File: config.mk
export PLATFORM = sky130hd
export DESIGN_NAME = rf_write_queue
export DESIGN_NICKNAME = d
export VERILOG_FILES = /design/src/rtl/rf_write_queue.sv
export SDC_FILE = /design/constraint.sdc
export NUM_CORES = 1
export LEC_CHECK = 0
export ABC_AREA = 1
export CORE_ASPECT_RATIO = 0.7
export CORE_MARGIN = 5
export CORE_UTILIZATION = 45
export CTS_BUF_LIST = sky130_fd_sc_hd__clkbuf_16
export DETAILED_ROUTE_END_ITERATION = 7
export PLACE_DENSITY = 0.67
export SLEW_MARGIN = 20
export SYNTH_ARGS = -nofsm -noshare
export SYNTH_HDL_FRONTEND = slang
export SYNTH_SLANG_ARGS = --single-unit
export TNS_END_PERCENT = 30
File: constraint.sdc
create_clock -name clk -period 4.6 [get_ports clk]
set_clock_uncertainty 0.2 [all_clocks]
set_input_delay 1.15 -clock clk [delete_from_list [all_inputs] [get_ports clk]]
set_output_delay 1.15 -clock clk [all_outputs]
set_load 0.02 [all_outputs]
File: src/rtl/rf_write_queue.sv
// Register-file write queue: FIFO of pending {addr,data} writes, drained one per cycle,
// with combinational forwarding of the youngest pending write to two read ports.
module rf_write_queue #(
  parameter int DEPTH = 4
) (
  input  logic                       clk,
  input  logic                       rst,
  input  logic                       in_valid,
  output logic                       in_ready,
  input  logic [4:0]                 in_addr,
  input  logic [31:0]                in_data,
  output logic [4:0]                 WriteAddress,
  output logic [31:0]                WriteData,
  output logic                       ReadWriteEn,
  input  logic [4:0]                 ReadAddress1,
  input  logic [4:0]                 ReadAddress2,
  output logic                       Fwd1Hit,
  output logic                       Fwd2Hit,
  output logic [31:0]                Fwd1Data,
  output logic [31:0]                Fwd2Data,
  output logic [$clog2(DEPTH):0]     count
);
  localparam int AW = $clog2(DEPTH);
  localparam int CW = AW + 1;

  logic [4:0]    addr_mem [DEPTH];
  logic [31:0]   data_mem [DEPTH];
  logic [AW-1:0] head;
  logic [AW-1:0] tail;
  logic [CW-1:0] count_q;
  logic          push;
  logic          pop;

  assign in_ready = (count_q < CW'(DEPTH));
  // Writes to r0 finish the handshake but never occupy a slot.
  assign push     = in_valid && in_ready && (in_addr != 5'd0);
  assign pop      = (count_q != '0);
  assign count    = count_q;

  always_ff @(posedge clk) begin
    if (rst) begin
      head    <= '0;
      tail    <= '0;
      count_q <= '0;
    end else begin
      if (push) begin
        addr_mem[tail] <= in_addr;
        data_mem[tail] <= in_data;
        tail           <= tail + 1'b1;
      end
      if (pop) head <= head + 1'b1;
      case ({push, pop})
        2'b10:   count_q <= count_q + 1'b1;
        2'b01:   count_q <= count_q - 1'b1;
        default: count_q <= count_q;
      endcase
    end
  end

  assign ReadWriteEn  = pop;
  assign WriteAddress = pop ? addr_mem[head] : 5'd0;
  assign WriteData    = pop ? data_mem[head] : 32'd0;

  // Scan oldest to youngest so the last match seen is the newest pending write.
  always_comb begin
    logic [AW-1:0] idx;
    idx      = '0;
    Fwd1Hit  = 1'b0;
    Fwd2Hit  = 1'b0;
    Fwd1Data = 32'd0;
    Fwd2Data = 32'd0;
    for (int i = 0; i < DEPTH; i++) begin
      idx = head + AW'(i);
      if (CW'(i) < count_q) begin
        if (ReadAddress1 != 5'd0 && addr_mem[idx] == ReadAddress1) begin
          Fwd1Hit  = 1'b1;
          Fwd1Data = data_mem[idx];
        end
        if (ReadAddress2 != 5'd0 && addr_mem[idx] == ReadAddress2) begin
          Fwd2Hit  = 1'b1;
          Fwd2Data = data_mem[idx];
        end
      end
    end
  end
endmodule
==> results of run 1 <==
[worst max path at each step]
stage	startpoint	end	slack, ps	cells past startpoint
2_1_floorplan	ReadAddress1[1]	Fwd1Data[21]	780	14
3_3_place_gp	ReadAddress2[1]	Fwd2Data[18]	-490	15
3_5_place_dp	ReadAddress2[1]	Fwd2Data[18]	-470	15
4_1_cts	ReadAddress2[4]	Fwd2Data[4]	-110	15
5_1_grt	ReadAddress2[1]	Fwd2Data[10]	-4	15
6_report	ReadAddress2[1]	Fwd2Data[2]	70	15
[synthesized netlist by cell type]
cell type	instances
or2_2	1
ha_1	9
clkbuf_1	39
and2_1	1
xor2_1	7
inv_2	2
nand2_2	7
buf_4	14
nand4_1	5
a22oi_1	32
inv_1	166
nand3b_1	2
buf_1	15
clkbuf_2	1
buf_6	4
dfxtp_1	9
nor2_2	3
nor3_1	1
nand2_4	1
nor2b_1	1
nor2_1	367
o21ai_2	1
o21ai_0	109
a21oi_1	45
clkinv_1	2
nand2_1	696
a32oi_1	31
o211ai_1	32
o22ai_1	1
edfxtp_1	148
o21ai_1	2
inv_4	1
nand3_1	138
buf_2	49
[cell families after synthesis]
| group | synth area share, % |
|---|---|
| XOR/XNOR | 0.494 |
| AO/OA/AOI/OAI | 12.5 |
| AND/OR/NAND/NOR | 38.9 |
| adder cells (fa/ha/maj) | 0.907 |
| buffers and inverters | 10.0 |
| flip-flops | 37.2 |
[layer usage]
metal	part of all wire (%)	wire [um]
met1	44	20600
met2	41	19200
met3	13	6080
met4	1.8	855
met5	0.015	7
[sequential cells by signal (all words and copies together), names as in the netlist, named ones only]
register	count
data_mem	128
addr_mem	20
count	3
head	2
tail	2
[power by group through the flow]
stage | clock network [mW] | registers (mW) | logic [mW]
after floorplan | 0 | 1.76 | 3.86
after global placement | 0 | 1.81 | 6.09
after detailed placement | 0 | 1.81 | 6.13
after CTS | 1.40 | 1.78 | 6.05
after global routing | 1.46 | 1.79 | 6.91
final | 1.38 | 1.77 | 6.38
[cell usage in the layout, fill, tap and decap left out, drive strengths merged]
| master | n |
|---|---|
| dfxtp | 9 |
| clkdlybuf4s15 | 6 |
| nor3 | 1 |
| nor2 | 370 |
| clkinv | 6 |
| and2 | 1 |
| dlygate4sd2 | 3 |
| o21ai | 112 |
| clkdlybuf4s50 | 81 |
| nand2 | 704 |
| clkinvlp | 3 |
| nor2b | 1 |
| a32oi | 31 |
| clkbuf | 25 |
| a22oi | 32 |
| nand4 | 5 |
| o211ai | 32 |
| a21oi | 45 |
| buf | 159 |
| dlymetal6s2s | 8 |
| or2 | 1 |
| ha | 9 |
| nand3b | 2 |
| edfxtp | 148 |
| bufinv | 2 |
| nand3 | 138 |
| o22ai | 1 |
| xor2 | 7 |
| inv | 175 |
[what timing repair did]
item,in CTS,in global routing
setup buffers,3,7
endpoints found under the hold margin,0,0
cloned,0,5
setup endpoints to repair,66,67
pin swaps,1,8
hold buffers,0,0
resized for setup,254,106
[critical path, stage by stage]
cell           delay (ps)
dlygate4sd2_1         270
nor2_1                 70
nand4_1               190
nor2b_2               180
nand2_1                60
nor2_2                150
nand3_4               230
buf_12                210
clkbuf_16             170
nor2_1                 90
nor2_1                 40
nand2_1                70
nand2_1                60
nand2_2                90
buf_6                 120
[stage by stage]
step	TNS, ps	setup slack [ps]	total power, mW
finish	0	68.6	9.54
global route	-4.29	-4.29	10.2
CTS	-107	-107	9.22
detailed placement	-25930	-474	7.94
global placement	-25460	-490	7.90
floorplan	0	780	5.62
[cell type report]
cell class	instances	area [um^2]	share of cell area, %
well taps	364	455	2.88
clock buffers	17	425	2.69
repair buffers	265	2790	17.6
clock inverters	15	133	0.839
flip-flops and latches	157	4630	29.3
inverters	171	644	4.08
multi-input cells	1492	6720	42.6
==> metrics.csv, run 1 <==
metric,value,unit
leakage,7.39,nW
via_count,13700,
rr_endpoint,data_mem[0][18],
synth-seq-area-share,37.2,%
critPathKind,input port to output pin,
critPathMaxFanout,11,
avgViaCountPerCell,5.52,
synthTopCellsByArea,"edfxtp_1 (36%), nand2_1 (21%), nor2_1 (11%)",
grt_max_degree,105,
yosysTopAreaCell,edfxtp_1,
dieArea,31100,um^2
drive_gt1_share,12.3,%
hp-class,register to register,
reg2regPathDepth,4,
power_frac_comb,66.9,%
syn-cell-area,12400,um^2
clockPowerShare,14.5,%
worstMarginPinSlew,1080,ps
core,27000,um^2
clock_sinks,157,
clk_pin_slew,60,ps
end_kind,output pin,
die_x,209,um
io_pins,158,
first_pass_iters,6,
dpl.hpwl,30.0,mm
r2r-start,count[2],
wl_per_cell,18.8,um
swShare,52.6,%
ys_warn_count,0,
synthesis.nets,2001,
crit_required,3250,ps
routed_wl,46.7,mm
use_met3,7.48,%
whs_path_depth,2,
yosys.cell_types.count,34,
status,completed,
grt_pass1_wl,69.6,mm
track_usage,28.6,%
top_usage_layer,met1,
maxCapViolCount,0,
syn_inst,1942,
post-route-util,58.6,%
grt_util_met2,42.0,%
worstSetupStartpointType,input port,
timing.hold.ws,361,ps
period_share,98.5,%
cts_buffers,17,
placed_cells,2434,
max-vdd-ir-drop,0.450,mV
post-route-min-period,4530,ps
cellPowerDensity,604,nW/um^2
cts_root_buffer,clkbuf_16,
portBuffers,157,
grt_overflow,0,
chipHeight,149,um
ys_seq_elements,157,
antenna_found_initial,1,
drv_slew,0,
nets,2163,
htree_levels,4,
finalSetupViolCount,0,
seq_power_share,18.6,%
drt-initial-drc-count,1687,
fillCellCount,2477,
p_switching,5.02,mW
place_congestion,0.980,
reg2reg_slack,2340,ps
p_int,4.52,mW
syn_to_final_growth,27.2,%
max_slew_margin,27.7,%
post_synth.cell_area_avg,6.39,um^2
start_util,46.1,%
num_rows,50,
stdcell_count,2481,
hold_viol_final,0,
use_met1,42.0,%
place_area,15000,um^2
cts_tree,built,
drc,0,
fin_area,15800,um^2
synth_top_area_share,35.8,%
clock.fmax,221,MHz
clock_latency,430,ps
final_antenna_net_count,0,
clock_path_buffers,2,
holdPathEnd,tail[1],
cp.arrival,3180,ps
grt_pass1_vias,12200,
hold_path.startpoint,tail[1],
antenna_cells,0,
Note: power is estimated with default switching activity, not from simulation.
==> inputs of run 2 (changes only) <==
SKIP_CTS_REPAIR_TIMING = 1   (was not set)
==> run 2 against run 1 <==
Net effect:
- sequential share of layout area decreased by 0.20 points
- cell area up 0.67%
- die area unchanged
- highest routed layer unchanged
- register-to-register slack about the same
- maximum frequency up 0.51%
- utilization is 0.39 points higher
==> metrics.csv, run 2 (synthesis results as in run 1) <==
metric,value,unit
maxCapViolCount,0,
cellPowerDensity,597,nW/um^2
clock.fmax,222,MHz
wl_per_cell,18.7,um
worstSetupStartpointType,register,
power.total,9.50,mW
num_rows,50,
holdPathEnd,tail[1],
nets,2155,
grt_pass1_wl,69.5,mm
final_cell_mix,"nand2_1 (691), nor2_1 (358), inv_1 (167)",
drive_gt1_share,8.01,%
drv_slew,0,
track_usage,28.5,%
leakage,8.37,nW
place_area,15000,um^2
via_count,13600,
regMostFlops,data_mem,
fillCellCount,2448,
clock_latency,440,ps
hold_path.startpoint,tail[1],
reg2reg_slack,2340,ps
die_x,209,um
dieArea,31100,um^2
grt_setup_unrepaired,true,
whs_path_depth,2,
cts_tree,built,
max_slew_margin,30.1,%
status,completed,
start_util,46.1,%
final_common_cell,nand2_1,
largest_reg_flops,128,
fin_area,15900,um^2
reg2regPathDepth,4,
post-route-min-period,4510,ps
core,27000,um^2
clock_sinks,157,
io_pins,158,
end_kind,output pin,
avgViaCountPerCell,5.51,
final_antenna_net_count,0,
drc,0,
routed_wl,46.3,mm
htree_levels,4,
tns,0,ps
period_share,98.0,%
cts_root_buffer,clkbuf_16,
placed_cells,2434,
drt-initial-drc-count,1676,
grt_overflow,0,
antenna_found_initial,2,
max-vdd-ir-drop,0.452,mV
critPathKind,register to output pin,
cp.arrival,3160,ps
worstMarginPinSlew,1050,ps
grt_max_degree,105,
hp-class,register to register,
crit_required,3250,ps
clk_pin_slew,60,ps
first_pass_iters,7,
portBuffers,157,
rr_endpoint,data_mem[0][18],
hold_viol_final,0,
critPathMaxFanout,26,
place_congestion,0.980,
chipHeight,149,um
syn_to_final_growth,28.1,%
stdcell_count,2474,
cts_buffers,17,
r2r-start,count[2],
grt_pass1_vias,12200,
clock_path_buffers,2,
dpl.hpwl,30.0,mm
finalSetupViolCount,0,
## run 2: cell types whose count changed in the layout (fill, tap and decap cells not counted), sizes merged
cell	previous run	this run
dlymetal6s2s	8	74
buf	159	98
clkdlybuf4s15	6	0
clkbuf	25	21
dlygate4sd2	3	0
diode	0	1
## run 2: how the worst max path moves through the flow
stage,startpoint,end,slack [ps],cells past startpoint
after floorplan,ReadAddress1[1],Fwd1Data[21],780,14
after global placement,ReadAddress2[1],Fwd2Data[18],-490,15
after detailed placement,ReadAddress2[1],Fwd2Data[18],-470,15
after CTS,ReadAddress2[2],Fwd2Data[18],-500,15
after global routing,register,Fwd2Data[5],-10,16
final,register,WriteData[0],90,7
## run 2: worst max-delay path, stage by stage, from the launching register on
cell and delay [ps]:
dfxtp_4 420, inv_2 370, buf_4 490, nand2_1 110, a32oi_1 380, inv_1 180, nor2_1 120, clkdlybuf4s50_1 620
## run 2: metrics by stage
| step | util, % | worst slack [ps] | hold slack (ps) |
|---|---|---|---|
| after floorplan | - | 780 | 290 |
| after global placement | 55.6 | -490 | 336 |
| after detailed placement | 55.6 | -474 | 352 |
| after CTS | 57.7 | -501 | 363 |
| after global routing | 59.0 | -10.6 | 386 |
| final | 59.0 | 91.7 | 357 |
## run 2: layout make-up
cell class	count	area (um^2)	area share, %
Clock buffer	17	425	2.67
Multi-Input combinational cell	1492	6660	41.9
Tap cell	364	455	2.86
Inverter	171	644	4.05
Clock inverter	15	133	0.834
Timing Repair Buffer	257	2950	18.6
Sequential cell	157	4630	29.1
Antenna cell	1	2.50	0.0157
## run 2: power breakdown
part | leakage (nW) | switching, mW | internal [mW]
registers | 1.42 | 0.0986 | 1.68
logic | 6.68 | 4.28 | 2.07
clock network | 0.280 | 0.592 | 0.787
## run 2: layer usage
layer | routed length (um) | global-route usage [%] | up-vias
met5 | 7 | 0 | -
met4 | 918 | 7.04 | 2
met3 | 5940 | 7.46 | 83
met2 | 19000 | 41.9 | 861
met1 | 20400 | 41.9 | 6115
li1 | - | - | 6565
==> patch: new RTL, config.mk and constraints of run 2 <==
Put one more register stage on the output `count`, with the module's reset. The value now appears one clock later. The other outputs are not delayed to match.
--- a/src/rtl/rf_write_queue.sv
+++ b/src/rtl/rf_write_queue.sv
@@ -35,7 +35,13 @@
   // Writes to r0 finish the handshake but never occupy a slot.
   assign push     = in_valid && in_ready && (in_addr != 5'd0);
   assign pop      = (count_q != '0);
-  assign count    = count_q;
+  always_ff @(posedge clk) begin
+    if (rst) begin
+      count <= '0;
+    end else begin
+      count <= count_q;
+    end
+  end
 
   always_ff @(posedge clk) begin
     if (rst) begin
Behaviour: not the same (a bounded check fails within 4 cycles, from zero or initial values and one cycle with rst high).
==> patch against run 2 <==
  * Sequential cell count is 3 higher
  * Critical path depth is 10 higher
  * Synthesized cell count stayed put
  * Synthesized area is 0.46% higher
  * Maximum frequency is 0.24% lower
  * Wire length is 1.9% lower
  * Total power is 1.3% lower
  * Non-clock buffer count is 10 lower
  * Worst setup slack worse by 0.011 ns
  * Design area is 1.7% lower
  * Highest routed layer is now met4
==> patch: results (changes against run 2) <==
| Metric | Value |
|---|---|
| Status | `finished, final reports clean` |
| CP top delay family | `buffers and inverters` |
| Initial antenna violation count | `0 (-2)` |
| Lkg Pwr | `7.81 nW (-6.7%)` |
| # H-tree levels | `4 (unchanged)` |
| Post-synth EDFFs | `148 (unchanged)` |
| Rel. slew slack | `0.305 (+0.00390)` |
| Distinct cells, synth | `34 (unchanged)` |
| All-layer global routing usage | `0.281 (-0.00450)` |
| Mapped Cells | `1,942 (unchanged)` |
| Drt first pass iters | `6 (-1)` |
| Regs by FF count | `data_mem: 128 flops, addr_mem: 20 flops` |
| Top post-synthesis cells by count | `nand2_1, nor2_1, inv_1, edfxtp_1, nand3_1` |
| Vias in the first global route | `12,200 (+0.46%)` |
| Critical Path Slowest Stage Cell | `clkdlybuf4s50_1` |
| Final Non-Filler Cells | `2,471 (-0.12%)` |
| Clock latency on the worst-skew pair | `0.44 ns (about the same)` |
| Reg-to-Reg Start | `count_q[2]` |
| Seq/Total Area, Yosys | `0.375 (+0.00310)` |
| Clk slew on worst S/H paths | `0.06 ns (about the same)` |
| Critical-path maximum fanout | `27 (+3.8%)` |
| Worst hold path type | `flop to flop` |
| Worst hold start | `tail[0]` |
| Share of flip-flops with an asynchronous set or reset | `0 (unchanged)` |
| GPL Wtd Cong | `0.929 (-5.2%)` |
| VDD IR-drop max | `0.381 mV (-16%)` |
| Global-route wire length before repair | `69,300 um (-0.25%)` |
| Arrival time at the worst endpoint | `3.17 ns (about the same)` |
| Pre-CTS setup slack | `-0.487 ns (-0.0125 ns)` |
| Root buffer cell | `clkbuf_16` |
| Crit path from | `ReadAddress1[3]` |
| DR vias/cell | `5.49 (-0.30%)` |
| Slowest Stage Delay on Critical Path | `0.48 ns (-0.14 ns)` |
| R2r setup slk | `2.25 ns (-0.09 ns)` |
| Routed WL | `45,400 um (-1.9%)` |
| Max clock buf depth | `2 (unchanged)` |
| Share of post-route cells with drive strength above 1 | `0.0881 (+0.00796)` |
| Maximum number of pins on one net before global-route repair | `104 (-0.95%)` |
| ANT cells | `0 (-1)` |
| Placed Cells | `2,436 (+0.082%)` |
| Yosys Warn Count | `0 (unchanged)` |
| NumNets Final | `2,146 (-0.42%)` |
| I/O Buffers | `157 (unchanged)` |
| DP Area | `14,900 sq um (-0.44%)` |
| Synth top area cells | `edfxtp_1, nand2_1, nor2_1` |
| Post-synth net total | `2,001 (unchanged)` |
| Dpl hpwl | `30,400 um (+1.4%)` |
| Final worst slack | `0.0810 ns (-0.0107 ns)` |
| TritonCTS Buffers | `17 (unchanged)` |
| Iter 0 DRT Violations | `1,661 (-0.89%)` |
-- patch: cell count changes after synthesis, moves of 2 or more --
| cell | before | now |
|---|---|---|
| nand2_2 | 7 | 3 |
| nand2_1 | 696 | 699 |
| buf_2 | 49 | 38 |
| buf_6 | 4 | 6 |
| inv_1 | 166 | 161 |
| buf_4 | 14 | 16 |
| buf_1 | 15 | 17 |
| clkbuf_1 | 39 | 43 |
| dfxtp_1 | 9 | 12 |
| nand3_1 | 138 | 140 |
-- patch: path summary, 6_finish.rpt --
kind                                        to  cells past startpoint
worst max register to register  data_mem[3][3]                      4
worst min register to register         tail[0]                      2
worst max-delay path              Fwd1Data[19]                     17
worst min-delay path                   tail[0]                      2
-- patch: worst min-delay path, stage by stage, from the launching register on --
cell and delay (ns):
dfxtp_1 0.33, inv_1 0.11, a21oi_1 0.07
-- patch: logic make-up (layout without fill, tap and decap cells) --
logic type	after synthesis	after routing	synth area share
and+or+nand+nor	1223	1223	0.386
buffers and inverters	287	445	0.0989
AOI/OAI and AO/OA	256	256	0.125
DFF	160	160	0.375
adders and majority gates	9	9	0.00903
xor gates and xnor gates	7	7	0.00491
-- patch: per-layer routing --
layer / vias to the layer above / global-route usage / routed length, um / part of all wire
met4: 0 / 0.0815 / 966 / 0.021
met2: 782 / 0.417 / 19100 / 0.42
met3: 79 / 0.0490 / 4800 / 0.11
met1: 6149 / 0.420 / 20500 / 0.45
li1: 6559 / - / - / -
met5: - / 0 / 0 / 0
-- patch: power breakdown --
group / switching, mW / internal, mW / leakage (nW)
Combinational: 4.22 / 1.98 / 6.09
Sequential: 0.0967 / 1.71 / 1.44
Clock: 0.589 / 0.785 / 0.281
Total: 4.90 / 4.47 / 7.81
-- patch: metrics by stage --
step	hold slack (ns)	power, mW	setup TNS [ns]	util
2_1_floorplan	0.290	5.64	0	-
3_3_place_gp	0.312	7.86	-24.22	0.541
3_5_place_dp	0.350	7.91	-25.86	0.541
4_1_cts	0.357	9.30	-26.71	0.562
5_1_grt	0.398	10.0	-0.0953	0.567
6_report	0.362	9.38	0	0.567
-- patch: final cells by class --
type	count	area (sq um)
flip-flops and latches	160	4690
clock buffers	17	425
clock inverters	15	131
fillers	2654	11900
inverters	166	626
well taps	371	464
repair buffers	247	2610
multi-input cells	1495	6690
